$ cat src/rtl/pattern_cascade_pipe.sv
// Cascade of STAGES registered pattern stages with an elastic valid/ready chain,
// per-stage bypass, synchronous flush, occupancy and transfer-count status.
module pattern_cascade_pipe #(
    parameter int STAGES = 2,
    parameter int WIDTH  = 8,
    parameter int CNT_W  = 16,
    localparam int OCC_W = $clog2(STAGES + 1)
) (
    input  logic              blif_clk_net,
    input  logic              blif_reset_net,
    input  logic              in_valid,
    output logic              in_ready,
    input  logic [WIDTH-1:0]  in_data,
    input  logic [STAGES-1:0] bypass,
    input  logic              flush,
    output logic              out_valid,
    input  logic              out_ready,
    output logic [WIDTH-1:0]  out_data,
    output logic [OCC_W-1:0]  occupancy,
    output logic [CNT_W-1:0]  xfer_cnt
);

    function automatic logic [WIDTH-1:0] stage_fn(input logic [WIDTH-1:0] x);
        logic [WIDTH-1:0] rotl_v;
        logic [WIDTH-1:0] rotr_v;
        rotl_v = {x[WIDTH-2:0], x[WIDTH-1]};
        rotr_v = {x[0], x[WIDTH-1:1]};
        return ~(x & rotl_v) ^ rotr_v;
    endfunction

    logic [WIDTH-1:0]  d_r        [STAGES];
    logic [WIDTH-1:0]  d_nxt_s    [STAGES];
    logic [WIDTH-1:0]  stage_in_s [STAGES];
    logic [STAGES-1:0] v_r;
    logic [STAGES-1:0] v_nxt_s;
    logic [STAGES-1:0] up_v_s;
    logic [STAGES-1:0] cap_s;
    logic [STAGES:0]   rdy_s;
    logic [OCC_W-1:0]  occ_r;
    logic [OCC_W-1:0]  occ_nxt_s;
    logic [CNT_W-1:0]  xfer_r;

    // Ready chain, computed from the output back towards the input.
    always_comb begin
        rdy_s         = '0;
        rdy_s[STAGES] = out_ready;
        for (int s = STAGES - 1; s >= 0; s--) begin
            rdy_s[s] = ~v_r[s] | rdy_s[s+1];
        end
    end

    assign in_ready = rdy_s[0] & ~flush;

    // Per-stage next state; flush beats capture and leaves data registers intact.
    always_comb begin
        stage_in_s[0] = in_data;
        up_v_s        = '0;
        up_v_s[0]     = in_valid & in_ready;
        for (int s = 1; s < STAGES; s++) begin
            stage_in_s[s] = d_r[s-1];
            up_v_s[s]     = v_r[s-1];
        end
        cap_s     = '0;
        v_nxt_s   = v_r;
        occ_nxt_s = '0;
        for (int s = 0; s < STAGES; s++) begin
            d_nxt_s[s] = d_r[s];
            cap_s[s]   = up_v_s[s] & rdy_s[s];
            if (flush) begin
                v_nxt_s[s] = 1'b0;
            end else if (cap_s[s]) begin
                v_nxt_s[s] = 1'b1;
                d_nxt_s[s] = bypass[s] ? stage_in_s[s] : stage_fn(stage_in_s[s]);
            end else if (rdy_s[s+1]) begin
                v_nxt_s[s] = 1'b0;
            end else begin
                v_nxt_s[s] = v_r[s];
            end
            occ_nxt_s = occ_nxt_s + OCC_W'(v_nxt_s[s]);
        end
    end

    // Stage registers and status counters.
    always_ff @(posedge blif_clk_net or negedge blif_reset_net) begin
        if (!blif_reset_net) begin
            for (int s = 0; s < STAGES; s++) begin
                d_r[s] <= '0;
            end
            v_r    <= '0;
            occ_r  <= '0;
            xfer_r <= '0;
        end else begin
            for (int s = 0; s < STAGES; s++) begin
                d_r[s] <= d_nxt_s[s];
            end
            v_r   <= v_nxt_s;
            occ_r <= occ_nxt_s;
            if (v_r[STAGES-1] && out_ready) begin
                xfer_r <= xfer_r + CNT_W'(1);
            end else begin
                xfer_r <= xfer_r;
            end
        end
    end

    assign out_valid = v_r[STAGES-1];
    assign out_data  = d_r[STAGES-1];
    assign occupancy = occ_r;
    assign xfer_cnt  = xfer_r;

endmodule

$ cat config.mk
export PLATFORM = sky130hd
export DESIGN_NAME = pattern_cascade_pipe
export DESIGN_NICKNAME = d
export VERILOG_FILES = /design/src/rtl/pattern_cascade_pipe.sv
export SDC_FILE = /design/constraint.sdc
export NUM_CORES = 1
export LEC_CHECK = 0
export CAP_MARGIN = 20
export CORE_UTILIZATION = 50
export DETAILED_ROUTE_END_ITERATION = 10
export GPL_TIMING_DRIVEN = 1
export PLACE_DENSITY = 0.79
export SLEW_MARGIN = 10
export SYNTH_ARGS = -nofsm -noshare
export SYNTH_HDL_FRONTEND = slang
export SYNTH_SLANG_ARGS = --single-unit
$ cat constraint.sdc
create_clock -name blif_clk_net -period 1.9 [get_ports blif_clk_net]
set_clock_uncertainty 0.15 [all_clocks]
set_input_delay 0.285 -clock blif_clk_net [delete_from_list [all_inputs] [get_ports blif_clk_net]]
set_output_delay 0.285 -clock blif_clk_net [all_outputs]
set_load 0.03 [all_outputs]
======== After elaboration in Yosys (flattened, before gate mapping) ========
Cells that the tools add are included.
storage, ports and cells
  word-level logic and storage cells ...... 33
  output and inout port bits .............. 28
  bits in registers ....................... 36
  bits of input ports ..................... 15
operators by class
  add/sub/neg operators ................... 2
  reductions and logical operators ........ 3
  bitwise gates (word level) .............. 15
  multiplexer cells ....................... 8
operators by type and width
  operator                                        number
  adder 16 x 1 -> 16 bit (second input constant)  1
  bitwise AND 8 bit                               2
  2-to-1 mux 8 bit                                2
  inverter 8 bit                                  2
  XOR 8 bit                                       2
  2-to-1 mux 1 bit                                6
  bitwise AND 1 bit                               4
  AND reduction 2 bit                             2
  inverter 1 bit                                  3
  adder 1 x 1 -> 2 bit                            1
  bitwise OR 1 bit                                2
  logical AND 1 bit                               1

======== Longest topological paths before layout ========
Gate-level depths: netlist of run 1.
  depth in word-level cells ............... 9
  depth in mapped cells ................... 6
  depth with buffers taken out ............ 5

======== Worst setup path after synthesis of run 1 ========
OpenSTA, ideal clock, no wires.
  kind .................................... flip-flop to flip-flop
  start ................................... register xfer_r[0] (netlist: xfer_cnt[0])
  end ..................................... register xfer_r[10] (netlist: xfer_cnt[10])
  arrival ................................. 1.542 ns
  path slack .............................. 0.074 ns
  clock period less this slack ............ 1.826 ns
  stages on the path, launching flop included .. 6
  path buffers ............................ 0
  library setup time ...................... 0.134 ns
  data required time ...................... 1.616 ns
  cell sequence ........................... dfrtp_1 -> ha_1 -> nand3_1 -> nor3_1 -> nand3_1 -> xnor2_1
between the ends
  cells in the longest elaborated chain, start to end .. 1
RTL lines
  what                    line  text
  from (decl)             41    logic [CNT_W-1:0] xfer_r;
  from (signal assigned)  99    xfer_r <= xfer_r + CNT_W'(1);
  from (signal assigned)  101   xfer_r <= xfer_r;
  adder 16 x 1 -> 16 bit  99
No other way between the ends.
A chain may end at the register's enable or synchronous reset.

======== Worst setup path in the final report of run 1 ========
  start ................................... register xfer_r[9] (netlist: xfer_cnt[9])
  end ..................................... output port xfer_cnt[9]
RTL lines
  what       line  text
  to (decl)  20    output logic [CNT_W-1:0] xfer_cnt
No word-level cell between the ends.

==> results, run 1 <==
- The final cell count without fillers is 293.
- For this configuration, the core starts out at a cell density of 52.32%.
- Global routing finished with a remaining overflow of 0.
- The floorplan step defined a die boundary enclosing 4083 sq um.
- The number of synthesis warnings is 0.
- Wires add up to 3450 um.
- The end-of-flow core utilization is 67.22%.
- The detailed-route vias per instance is 5.154.
- The critical path endpoint category is an output pin.
- The number of setup buffers added after CTS is 0.
- The sequential cell fraction of total power is 42.8%.
- The placeable core region is 3661 sq um.
- For this run, the leading register cell type out of synthesis is dfrtp_1.
- Yosys attributes the largest share of cell area to dfrtp_1 47%, nand2_1 6.3%, xnor2_1 5.5%.
- The relative slew slack is 71.16%.
- The synthesized instance count is 201.
- For this design the static power due to leakage is 1.125 nW.
- The logic gate share of total power is 29.1%.
- In this run, synthesis produced a sequential element count of 36.
- The total CTS buffers is 5.
- The final route contains 1510 vias.
- After layout, the minimum clock period comes to 1853 ps.
- The internal portion of total power is 0.001592 W.
- Summing every instance area after synthesis gives 1916 sq um.
- Data on the critical path arrives at its endpoint at 1420 ps.
- The critical path goes through clkdlybuf4s50_1.
- The type of the tightest min-delay check is in2async.
- The tree is rooted in a clkbuf_8.
- After layout, the worst setup slack is 47.14 ps.
- At the pin with the least slew margin, the transition time is 432.6 ps.
- The final routed DRC violation total is 0.
- The highest attainable clock frequency is 0.5397 GHz.
- The number of different library cells in the post-synthesis netlist is 32.
- The number of input and output port buffers inserted is 42.
- The number of nets in the synthesized netlist is 218.
- Entering global routing, the biggest net connects 37 pins.
- After clock tree synthesis, the flow added hold-fix buffers numbering 0.
- The number of antenna violations at the first check in global routing is 0.
- Final hold analysis gives a worst-case slack of 250.8 ps.
- Setup violations remaining at the end of the flow were counted as 0.
- The flow ran to the end, and the final reports show no timing, DRC or antenna violations.
- For this design, the slowest cell found on the critical path is clkdlybuf4s50_1.
- Along the worst path, the maximum fanout reaches 5.
- The post-synthesis async set-or-reset flop share is 100.0%.
- The horizontal extent of the die is 63.90 um.
- The wire length per cell is 11.77 um.
- The top cell type by area accounts for 47.03% of the synthesized area.
- The clock tree from TritonCTS is built.
- The final critical path takes up 97.52% of the cycle.
- The deepest clock path buffer count is 2.
- The H-tree was split into 2 levels.
- The sequential cell area fraction in the yosys report is 47.03%.
- Setup repair after global routing left no endpoint under its margin.
- The average instance in the mapped netlist occupies 9.530 sq um.
- The fraction of power spent switching nets is 32.27%.
- The max-slew violation total from the final report is 0.
- STA classifies the critical path startpoint as a register.
- The worst-case IR drop observed on VDD is 0.5931 mV.
- The growth of design area from synthesis to finish is 28.48%.
- The violation count after the first detailed-routing iteration is 62.
- The HPWL after detailed placement is 2471 um.
- In this run the power spent charging and discharging nets is 0.0007588 W.
- Prior to clock tree synthesis, the placed netlist has a worst setup slack of -87.33 ps.
- The number of global-route vias before repair is 1321.
- At the end of routability-driven placement, the weighted congestion stood at 0.7703.
- The number of antenna diodes in the final layout is 0.
- The kind of cell with the highest combined delay along the critical path is buffers and inverters.
- Clock-pin slew was measured on the worst setup and hold paths at 70 ps.
- Including well taps, the total number of placed cells is 285.
- The critical path's largest stage delay is 700 ps.
- The total power divided by cell area is 955.3 nW/um^2.
- The post-route antenna net violation count is 0.
- The first detailed-routing pass took 7 iterations.
- The number of standard-cell rows in the floorplan is 22.
- The count of boundary I/O pins is 43.
- The commonest cells after synthesis are 36 x dfrtp_1, 32 x nand2_1, 19 x nor2_1.
- At the end of the flow, the number of nets in the layout was 261.
- The relative contribution of the clock network to total power is 28.0%.
- The number of buffer and inverter instances along the worst setup path is 1.
- Adding up every negative setup slack in the final design gives 0 ps.
- The number of enable flip-flop cells after synthesis is 0.
- Data on the critical path is required at its endpoint by 1460 ps.
- Of the cells placed in the final design, the portion with a size suffix greater than 1 is 11.43%.
- The total global routing track utilization is 18.47%.
- The final count of hold timing violations is 0.
- The CTS sink count is 36.
- The first-pass GRT wire length is 5892 um.
- The die outline height is 63.90 um.
- The leading cell type by number of instances after synthesis is dfrtp_1.
- The biggest area contributor in the post-synthesis netlist is dfrtp_1.
- The critical path in this run is classified as reg2out.
- The later pin in the worst-skew pair is clocked with a latency of 290 ps.
- Across the run, the number of max-cap violations was 0.
==> path summary, 6_finish.rpt <==
check / start / to / slack (ps) / cells past startpoint
min in group blif_clk_net: out_ready / xfer_cnt[0] / 250 / 3
max in group asynchronous: blif_reset_net / out_data[6] / 1030 / 2
min: blif_reset_net / out_data[1] / 250 / 2
max reg2reg: xfer_cnt[2] / xfer_cnt[11] / 290 / 4
min reg2reg: out_data[0] / out_data[0] / 320 / 2
max: xfer_cnt[9] / xfer_cnt[9] / 50 / 1
==> sequential cells by signal (all words and copies together) (netlist names) <==
signal and count:
occupancy 2, xfer_cnt 16, d_r 8, out_data 8, v_r 2
==> layout make-up <==
cell class | count | area (sq um)
repair buffers | 51 | 491.7
multi-input cells | 144 | 878.3
flip-flops and latches | 36 | 900.9
inverters | 6 | 22.52
clock inverters | 2 | 35.03
well taps | 48 | 60.06
clock buffers | 6 | 72.57
fillers | 297 | 1200
==> layout by cell type (no fill, tap or decap), types with 5 or more instances in the layout <==
cell type	synthesis	final
clkdlybuf4s50_1	0	37
dfrtp_1	36	36
xnor2_1	12	12
o22ai_1	13	13
nand3_1	5	5
buf_4	8	10
nand2_1	32	32
o21ai_1	6	6
o21ai_0	11	11
clkbuf_8	0	5
inv_1	6	6
nor2_1	19	19
mux2_2	7	7
==> metal layers <==
layer | global-route usage [%] | wire, um | vias to the layer above
met4 | 7.386 | 30 | 0
li1 | - | - | 775
met3 | 3.750 | 103 | 4
met2 | 28.19 | 1611 | 30
met5 | 0 | 0 | -
met1 | 25.58 | 1705 | 701
==> power by group through the flow <==
stage	clock network [W]	registers (W)	logic, W
finish	0.000659	0.00101	0.000684
CTS	0.000678	0.00101	0.000687
global placement	0	0.00102	0.000671
detailed placement	0	0.00102	0.000684
floorplan	0	0.00109	0.000389
global route	0.000707	0.00103	0.000738
==> cells by family (layout without fill, tap and decap cells) <==
logic type	count (synthesis)	in the layout	synth area share, %
compound gates	41	41	13.06
xor+xnor	15	15	6.858
fa+ha+maj	2	2	1.306
buf+inv	21	65	7.119
flops	36	36	47.03
mux	10	10	5.683
simple gates	76	76	18.94
==> through the flow <==
stage               total power [W]  cell area [sq um]
CTS                        0.002375               2454
global placement           0.001686               2347
global route               0.002477               2461
finish                     0.002351               2461
detailed placement         0.001706               2347
floorplan                  0.001476               1916
==> repair_timing <==
item | 4_1_cts | 5_1_grt
setup endpoints to repair | 1 | 3
pin swaps | 0 | 0
resized for setup | 1 | 3
No activity file was read; power rests on OpenSTA's default activity.
==> inputs of run 2 (changes only) <==
- CTS_CLUSTER_SIZE: default -> 16
==> results of run 2 <==
No change in the layout: final DEF, timing and power equal those of run 1.
